===== src/rtl/mem_resp_router.sv =====
// Routes in-order shared-memory responses back to imem or dmem using a FIFO of request tags.
// Responses that arrive with nothing tracked are dropped and latched into a sticky orphan flag.
module mem_resp_router #(
  parameter int unsigned XLEN  = 32,
  parameter int unsigned DEPTH = 4
) (
  input  logic                         clk,
  input  logic                         reset,
  input  logic                         req_valid,
  input  logic                         req_src,
  output logic                         req_ready,
  input  logic                         resp_valid,
  input  logic [XLEN-1:0]              resp_data,
  output logic                         imem_resp_valid,
  output logic [XLEN-1:0]              imem_resp_data,
  output logic                         dmem_resp_valid,
  output logic [XLEN-1:0]              dmem_resp_data,
  output logic [$clog2(DEPTH+1)-1:0]   outstanding,
  output logic                         orphan_err
);

  localparam int unsigned PW = $clog2(DEPTH);
  localparam int unsigned CW = $clog2(DEPTH+1);
  localparam logic [PW-1:0] PtrOne    = PW'(1);
  localparam logic [CW-1:0] CntOne    = CW'(1);
  localparam logic [CW-1:0] FullCount = CW'(DEPTH);

  if ((DEPTH < 2) || ((DEPTH & (DEPTH - 1)) != 0)) begin : g_bad_depth
    $error("mem_resp_router: DEPTH must be a power of two and at least 2");
  end

  logic [DEPTH-1:0] r_tags;
  logic [PW-1:0]    r_wr_ptr;
  logic [PW-1:0]    r_rd_ptr;
  logic [CW-1:0]    r_count;
  logic             r_imem_valid;
  logic [XLEN-1:0]  r_imem_data;
  logic             r_dmem_valid;
  logic [XLEN-1:0]  r_dmem_data;
  logic             r_orphan;

  logic w_accept;
  logic w_retire;
  logic w_orphan;
  logic w_tag;
  logic w_to_imem;
  logic w_to_dmem;

  // Ready depends on registered count only, so a retire on a full edge cannot admit a request.
  assign req_ready = (r_count != FullCount);
  assign w_accept  = req_valid && req_ready;
  assign w_retire  = resp_valid && (r_count != '0);
  assign w_orphan  = resp_valid && (r_count == '0);
  assign w_tag     = r_tags[r_rd_ptr];
  assign w_to_imem = w_retire && !w_tag;
  assign w_to_dmem = w_retire && w_tag;

  always_ff @(posedge clk) begin
    if (reset) begin
      r_tags       <= '0;
      r_wr_ptr     <= '0;
      r_rd_ptr     <= '0;
      r_count      <= '0;
      r_imem_valid <= 1'b0;
      r_imem_data  <= '0;
      r_dmem_valid <= 1'b0;
      r_dmem_data  <= '0;
      r_orphan     <= 1'b0;
    end else begin
      if (w_accept) begin
        r_tags[r_wr_ptr] <= req_src;
        r_wr_ptr         <= r_wr_ptr + PtrOne;
      end
      if (w_retire) begin
        r_rd_ptr <= r_rd_ptr + PtrOne;
      end
      unique case ({w_accept, w_retire})
        2'b10:   r_count <= r_count + CntOne;
        2'b01:   r_count <= r_count - CntOne;
        default: r_count <= r_count;
      endcase
      r_imem_valid <= w_to_imem;
      r_dmem_valid <= w_to_dmem;
      if (w_to_imem) begin
        r_imem_data <= resp_data;
      end
      if (w_to_dmem) begin
        r_dmem_data <= resp_data;
      end
      if (w_orphan) begin
        r_orphan <= 1'b1;
      end
    end
  end

  assign imem_resp_valid = r_imem_valid;
  assign imem_resp_data  = r_imem_data;
  assign dmem_resp_valid = r_dmem_valid;
  assign dmem_resp_data  = r_dmem_data;
  assign outstanding     = r_count;
  assign orphan_err      = r_orphan;

endmodule


===== config.mk =====
export PLATFORM = sky130hd
export DESIGN_NAME = mem_resp_router
export DESIGN_NICKNAME = d
export VERILOG_FILES = /design/src/rtl/mem_resp_router.sv
export SDC_FILE = /design/constraint.sdc
export NUM_CORES = 1
export LEC_CHECK = 0
export BUFFER_PORTS_ARGS = -buffer_cell sky130_fd_sc_hd__buf_2
export CAP_MARGIN = 0
export CORE_AREA = 2 2 81 102
export CTS_BUF_LIST = sky130_fd_sc_hd__clkbuf_8
export DETAILED_ROUTE_END_ITERATION = 8
export DIE_AREA = 0 0 83 104
export PLACE_DENSITY = 0.79
export SLEW_MARGIN = 20
export SYNTH_ARGS = -nofsm -noshare
export SYNTH_HDL_FRONTEND = slang
export SYNTH_SLANG_ARGS = --single-unit

===== constraint.sdc =====
create_clock -name clk -period 3.7 [get_ports clk]
set_input_delay 0.74 -clock clk [delete_from_list [all_inputs] [get_ports clk]]
set_output_delay 0.74 -clock clk [all_outputs]
set_load 0.02 [all_outputs]

=== Yosys cells after proc, flatten, opt, wreduce, memory -nomap -nowiden ===
Index checks and enable logic that the tools add are counted.

* $mul: 0
* Add/sub/neg operators: 4
* Mux-type cells: 6
* Bitwise logic cells: 0
* $lt $le $gt $ge: 3
* Reduce and logical (&&, ||, !) cells: 10
* Shifts and indexed selects: 0
* Equal/unequal tests: 3
* Div/mod/pow operators: 0

{| class="wikitable"
|+ Operators with widths
! kind !! number
|-
| 1-bit logical AND || 6
|-
| 2-bit by 3-bit less-than comparator with 1-bit output, second input constant || 2
|-
| 3-bit one-hot mux with 2 select lines || 1
|-
| 2-bit by 1-bit adder with 2-bit output, second input constant || 2
|-
| 4-bit bitwise mux || 1
|-
| 3-bit by 1-bit adder with 3-bit output, second input constant || 1
|-
| 3-bit logical NOT || 1
|-
| 3-bit inequality test, second input constant || 1
|-
| 3-bit nonzero test || 1
|-
| 3-bit by 1-bit subtractor with 3-bit output, second input constant || 1
|-
| 1-bit binary-select mux with 2-bit select || 1
|-
| 1-bit demux with 2-bit select || 1
|-
| 2-bit by 1-bit == test with 1-bit output, second input constant || 1
|-
| 2-bit == test, second input constant || 1
|-
| 2-bit by 1-bit >= comparator with 1-bit output, second input constant || 1
|-
| 1-bit 2-to-1 mux || 2
|-
| 2-bit nonzero test || 1
|-
| 1-bit logical NOT || 1
|}

* Latch bits: 0
* Output and inout port bits: 71
* Bits of input ports: 37
* Memory bits (read-only): 0
* Memories kept: 0
* Flip-flop bits (word level): 78
* Memory bits (writable): 0
* Word-level logic and storage cells: 35

=== Logic depth before layout (Yosys ltp) ===
Gate-level depths: netlist (run 1).

* Word-level depth: 5
* Depth in mapped cells: 9
* Mapped depth without buffers: 9

=== Worst setup path after synthesis (run 1) ===
Ideal clock, no wire load.

* Path type: register to register
* Start: register r_count[2] (netlist: outstanding[2])
* End: register r_count[2] (netlist: outstanding[2])
* Required time: 3630 ps
* Path buffers: 0
* Arrival time: 2567 ps
* Clock period less this slack: 2637 ps
* Setup time: 70 ps
* Cell stages (with the launch flop): 10
* Slack: 1063 ps
* Cells stage by stage: dfxtp_1 > nor3b_2 > clkinv_1 > nand2_1 > ha_1 > inv_1 > fa_1 > xor2_1 > or3_1 > a21oi_1

* Cells in the longest elaborated chain, start to end: 4
* Elaborated cells on any way between the ends: 10
* Those cells by class: add/sub: 2; eq/ne: 3; mux: 1; reduce/logical: 4

{| class="wikitable"
|+ Ends and longest elaborated chain
! what !! line !! RTL
|-
| start, declared || 35 || <nowiki>logic [CW-1:0] r_count;</nowiki>
|-
| start signal, assigned || 78 || <nowiki>2'b10: r_count <= r_count + CntOne;</nowiki>
|-
| start signal, assigned || 79 || <nowiki>2'b01: r_count <= r_count - CntOne;</nowiki>
|-
| start signal, assigned || 80 || <nowiki>default: r_count <= r_count;</nowiki>
|-
| 3-bit inequality test (*) || 50 || <nowiki>assign req_ready = (r_count != FullCount);</nowiki>
|-
| named net req_ready || 11 || <nowiki>output logic req_ready,</nowiki>
|-
| 1-bit logical AND (*) || 51 || <nowiki>assign w_accept = req_valid && req_ready;</nowiki>
|-
| 2-bit by 1-bit == test with 1-bit output / 2-bit == test (equally long branches) || 77 || <nowiki>unique case ({w_accept, w_retire})</nowiki>
|-
| 3-bit one-hot mux with 2 select lines / 2-bit nonzero test (equally long branches) || -- ||
|}

The timed path passes the listed nets; every way through them passes the cells marked *.
A chain may end at the register's enable or synchronous reset.

=== Worst setup path after layout (run 1) ===
* Start: register r_count[2] (netlist: outstanding[2])
* End: register r_count[2] (netlist: outstanding[2])

* Cells in the longest elaborated chain, start to end: 4
* Elaborated cells on any way between the ends: 10
* Those cells by class: add/sub: 2; eq/ne: 3; mux: 1; reduce/logical: 4

{| class="wikitable"
|+ Ends and longest elaborated chain
! what !! line
|-
| 3-bit inequality test / 3-bit nonzero test (equally long branches) || 50, 52
|-
| 1-bit logical AND, on equally long branches || 51, 52
|-
| 2-bit by 1-bit == test with 1-bit output / 2-bit == test (equally long branches) || 77
|-
| 3-bit one-hot mux with 2 select lines / 2-bit nonzero test (equally long branches) || --
|}

Several ways; a longest one is shown, not always the timed one.

==> metrics.txt, run 1 <==
Leakage=between 0.0015 and 0.002 uW; hold endpoint=dmem_resp_data[4]; GRT overflow=0; # clock sinks=78; count of input and output buffers=about 110; Post-DRT Antenna Nets=0; Fin. Hold Viols=0; Worst-Skew Late Latency=0.35 ns; DRT Wirelength=about 7.1 mm; 1st-pass router iterations=4; Int Pwr=1607 uW; gp weighted congestion=a little under 0.8; post-synthesis sequential area ratio=a little under half; Arrival @ worst endpoint=~3 ns; IO Count=108; Post-CTS Repair Setup Buffers=0; post-synth cell types=30; worst r2r dst=outstanding[2]; CTS tree=yes; largest net degree at the start of global routing=between 100 and 150; die height=roughly 100 microns; critical path launch point type=flop; Max stage delay on crit path=0.47 ns; RSZ-0062 raised after global routing=false; Clk pin slew, worst setup/hold paths=about 0.08 ns; routed length per instance=~13 microns; DRC=0; actual slew at the worst max-slew pin=1.067 ns; Worst Min Path Start=dmem_resp_data[4]; Reg-to-Reg Start=outstanding[2]; Reg power frac=a little over two fifths; Mapped Area=0.003341 sq mm; CTS hold repair buffers=0; skew final=between 0.01 and 0.015 ns; status=completed; Ys Warns=0; antenna violations before repair=0; setup slack, reg-to-reg=0.97 ns; Synthesized Nets=400; number of max-cap violations=0; CTS Root Cell=clkbuf_8; Avg Synthesized Cell Area=9.358 sq um; WHS Path Cells=2; worst setup path class=flop to flop; Area growth syn-to-layout=23.45%; die area=~0.0086 sq mm; Pins Over Slew Limit=0; Initial Util=a little over two fifths; Hold Path Class=flop to flop; Final period util=around three quarters; most common cell after layout, fill and taps aside=buf_2; Top delay family on crit path=simple AND/OR/NAND/NOR gates; Reg2Reg Depth=9; First DRT Iteration DRCs=between 90 and 100; Buf/Inv on CP=2; commonest cells after routing, fill and taps aside=buf_2, dfxtp_1, nand2b_1; Core Rows=36; layout cells sized above 1=around 28%; power share of the combinational group=29.0%; Vias=~2800; worst vdd ir=0.4822 mV; f_max=366.0 MHz; dpl hpwl=between 4 and 5 mm; final core utilization=53.54%; routed vias/inst=approximately 5; crit path cell chain=nor3b_2 -> clkinv_1 -> nand2_1 -> ha_1 -> inv_1 -> fa_1 -> xor2_1 -> or3_1 -> a21oi_1; Core Region=0.007702 sq mm; vias in the first global route=between 2000 and 3000; PostCTS Resize Cnt=0; ant diodes=0; power after layout=2472 uW; Cells after Synth=357; critical path endpoint category=flop; power per cell area=599.5 mW/mm^2; minimum clock period=around 2.7 ns; Critical Path Start=outstanding[2]; die width=83 microns; Num CTS Buffers=9; setup TNS=0 ns; total track usage=around 17%; first-pass GRT wire length=roughly 12 mm; Slew headroom=between 20% and 30%; H-tree Lvls=3; Clock Power Share=~28%; Sw Share=approximately a third; NumNets Final=about 500; worst-path fanout max=8; final setup violation count=0; slowest CP cell=dfxtp_1; WP data required=around 4 ns; Psw=between 800 and 900 uW; CTS max path bufs=2; synthesis-stage register bit count=slightly below 80
[Yosys cell counts, drive strengths merged]
master   n  area, sq um
nand2    2        7.510
buf      4        37.53
nand3    2        10.01
clkbuf  21        78.83
nor2b   32        200.2
nand4    4        25.02
nor3     2        10.01
xnor2    1        8.760
o31ai    5        51.30
nand2b  65        406.6
nor3b    2        20.02
nor2     6        22.52
mux4     1        22.52
fa       1        20.02
o21ai   67        335.3
and2     1        8.760
mux2i   32        320.3
or3      1        6.260
a21oi    9        45.04
o311ai   1        8.760
clkinv   1        3.750
dfxtp   78         1562
inv     11        41.29
ha       5        62.56
xor2     3        26.28
[flip-flops by register name, summed over array words and instances (netlist names)]
| signal | cells |
|---|---|
| dmem_resp_data | 32 |
| orphan_err | 1 |
| r_rd_ptr | 2 |
| r_wr_ptr | 2 |
| dmem_resp_valid | 1 |
| r_tags | 4 |
| imem_resp_data | 32 |
| imem_resp_valid | 1 |
| outstanding | 3 |
[cell families (layout without fill, tap and decap cells)]
family	Yosys count	count (layout)	synth area share [%]
buffers and inverters	37	137	4.831
adder cells (fa/ha/maj)	6	6	2.472
multiplexers	33	33	10.26
XOR/XNOR	4	4	1.049
flip-flops	78	78	46.74
AO/OA/AOI/OAI	82	82	13.18
AND/OR/NAND/NOR	117	117	21.46
[area by class of cell]
type	count	area [sq um]
sequential	78	1562
multi-input combinational	242	1618
fill	714	3578
tap	95	118.9
inverter	12	45.04
clock inverter	7	98.84
timing repair buffer	109	558.0
clock buffer	9	123.9
[worst max-delay path by stage]
stage | depth (start not counted) | endpoint | slack (ns)
after floorplan | 9 | outstanding[2] | 1.06
after global placement | 4 | imem_resp_data[28] | 1.07
after detailed placement | 4 | imem_resp_data[30] | 0.90
after CTS | 4 | imem_resp_data[30] | 0.90
after global routing | 9 | outstanding[2] | 0.71
final | 9 | outstanding[2] | 0.97
[power groups by stage]
| stage | sequential, uW | clock (uW) | combinational (uW) |
|---|---|---|---|
| floorplan | 1200 | 0 | 356 |
| CTS | 1060 | 720 | 707 |
| global placement | 1070 | 0 | 685 |
| finish | 1050 | 701 | 717 |
| detailed placement | 1070 | 0 | 703 |
| global route | 1070 | 757 | 791 |
[per-stage QoR]
| stage | std cells | instance area, sq um | hold slack (ns) | worst slack [ns] |
|---|---|---|---|---|
| floorplan | 357 | 3341 | 0.4451 | 1.063 |
| global placement | 535 | 3886 | 0.4552 | 1.071 |
| finish | 552 | 4124 | 0.4730 | 0.9675 |
| detailed placement | 535 | 3886 | 0.4603 | 0.9022 |
| CTS | 551 | 4109 | 0.4765 | 0.8963 |
| global route | 552 | 4124 | 0.4948 | 0.7088 |
[layer usage]
layer / GRT usage [%] / vias up / wire, microns
met5: 0 / - / 0
met1: 18.79 / 1295 / 3066
met4: 6.323 / 0 / 104
met2: 29.84 / 84 / 3458
met3: 5.397 / 10 / 487
li1: - / 1384 / -
[worst reg2reg max path, cell delays in order (launching register included)]
cell and delay, ns:
dfxtp_1 0.47, nor3b_2 0.46, clkinv_1 0.31, nand2_1 0.17, ha_1 0.20, inv_1 0.06, fa_1 0.37, xor2_1 0.16
or3_1 0.31, a21oi_1 0.14
No activity file was read; power rests on OpenSTA's default activity.
==> inputs of run 2 (changes only) <==
--- a/config.mk
+++ b/config.mk
@@ -11,7 +11,7 @@
 export CTS_BUF_LIST = sky130_fd_sc_hd__clkbuf_8
 export DETAILED_ROUTE_END_ITERATION = 8
 export DIE_AREA = 0 0 83 104
-export PLACE_DENSITY = 0.79
+export PLACE_DENSITY = 0.82
 export SLEW_MARGIN = 20
 export SYNTH_ARGS = -nofsm -noshare
 export SYNTH_HDL_FRONTEND = slang
==> constraint.sdc (replaced) <==
create_clock -name clk -period 2.3 [get_ports clk]
set_input_delay 0.46 -clock clk [delete_from_list [all_inputs] [get_ports clk]]
set_output_delay 0.46 -clock clk [all_outputs]
set_load 0.02 [all_outputs]
==> run 2 against run 1 <==
Non-clock buffer count up 7. First-iteration DRC count unchanged. Utilization up 0.89 points. Worst hold slack worse by 0.086 ns. Critical path depth unchanged. Final cell count up 1.3%. Setup slack worse by 0.82 ns. Sequential power up 60%. Global-route usage up 0.83 points. Routed wire length up 4.8%. Combinational power up 74%. Total power up 64%. Critical path type unchanged.
==> metrics.txt, run 2 (synthesis results as in run 1) <==
Clk pin slew, worst setup/hold paths=0.08 ns; RSZ-0062 raised after global routing=false; Final WS setup=between 0.1 and 0.15 ns; die area=roughly 0.0086 sq mm; worst-path fanout max=7; die width=a little over 80 microns; gp weighted congestion=0.8270; Post-DRT Antenna Nets=0; worst setup path class=flop to flop; number of max-cap violations=0; First DRT Iteration DRCs=97; layout cells sized above 1=29.96%; ant diodes=0; CTS tree=yes; status=completed; final core utilization=54.43%; GRT overflow=0; WP data required=2.57 ns; vias in the first global route=2762; Worst-Skew Late Latency=about 0.34 ns; power per cell area=between 900 and 1000 mW/mm^2; setup TNS=0 ns; Fin. Hold Viols=0; setup slack, reg-to-reg=approximately 0.15 ns; f_max=465.0 MHz; CTS Root Cell=clkbuf_8; IO Count=around 110; Post-CTS Repair Setup Buffers=0; NumNets Final=between 500 and 600; final setup violation count=0; DRT Wirelength=7.454 mm; dpl hpwl=around 5.2 mm; Num CTS Buffers=9; largest net degree at the start of global routing=111; DRC=0; Final period util=around 94%; power after layout=about 4000 uW; commonest cells after routing, fill and taps aside=buf_2, dfxtp_1, nand2b_1; critical path endpoint category=flop; Pins Over Slew Limit=0; CTS max path bufs=2; critical path launch point type=flop; die height=roughly 100 microns; Slew headroom=~66%; antenna violations before repair=0; total track usage=between 10% and 20%; Hold Path Class=input port to flop; Core Region=between 0.007 and 0.008 sq mm; Vias=between 2000 and 3000; count of input and output buffers=between 100 and 150; Place WS=roughly 0.17 ns; worst vdd ir=0.6757 mV; actual slew at the worst max-slew pin=just over 0.5 ns; PostCTS Resize Cnt=0; Arrival @ worst endpoint=2.42 ns; 1st-pass router iterations=4; Initial Util=43.37%; CTS hold repair buffers=0; Area growth syn-to-layout=25.51%; routed vias/inst=about 5.0; Leakage=0.001864 uW; # clock sinks=78; minimum clock period=roughly 2.2 ns; Core Rows=36; routed length per instance=between 10 and 15 microns; most common cell after layout, fill and taps aside=buf_2; first-pass GRT wire length=between 10 and 15 mm; skew final=between 0.006 and 0.007 ns; H-tree Lvls=3
==> run 2: cell types whose count changed in the layout (fill, tap and decap cells not counted), sizes merged <==
cell      change
clkinv        -1
clkbuf        +1
clkinvlp      -1
inv           +1
buf           +7
==> run 2: layer usage <==
metal	track usage, %	wire [microns]	vias to the layer above
met2	29.90	3676	78
met3	6.429	425	11
met4	7.143	114	0
li1	-	-	1397
met5	0	0	-
met1	20.23	3238	1301
==> run 2: worst paths after layout <==
| kind | startpoint | endpoint | cells past startpoint |
|---|---|---|---|
| setup / recovery | outstanding[2] | outstanding[2] | 9 |
| hold / removal | resp_data[29] | imem_resp_data[29] | 3 |
| setup reg to reg | outstanding[2] | outstanding[2] | 9 |
| hold reg to reg | dmem_resp_data[4] | dmem_resp_data[4] | 2 |
==> run 2: through the flow <==
stage	area, sq um	instances	hold slack, ns
4_1_cts	4193	559	0.3686
2_1_floorplan	3353	357	0.4451
3_3_place_gp	3971	543	0.4561
5_1_grt	4193	559	0.3664
3_5_place_dp	3971	543	0.4596
6_report	4193	559	0.3874
==> run 2: where the power goes <==
| part | leakage (uW) | internal, uW | total [uW] | switching, uW |
|---|---|---|---|---|
| sequential | 0.000634 | 1560 | 1680 | 119 |
| clock | 0.000116 | 639 | 1130 | 492 |
| combinational | 0.00111 | 466 | 1250 | 783 |
==> run 2: layout make-up <==
class | count | area [sq um]
sequential | 78 | 1563
clock buffer | 10 | 137.6
fill | 676 | 3510
clock inverter | 6 | 83.83
inverter | 12 | 50.05
multi-input combinational | 242 | 1624
timing repair buffer | 116 | 615.6
tap | 95 | 118.9
==> run 2: worst max-delay path, cell delays in order (launching register included) <==
cell and delay (ns):
dfxtp_2 0.40, nor3b_4 0.29, clkinv_4 0.08, nand2_1 0.07, ha_1 0.18, inv_1 0.06, fa_1 0.37, xor2_1 0.17
or3_1 0.32, a21oi_1 0.15
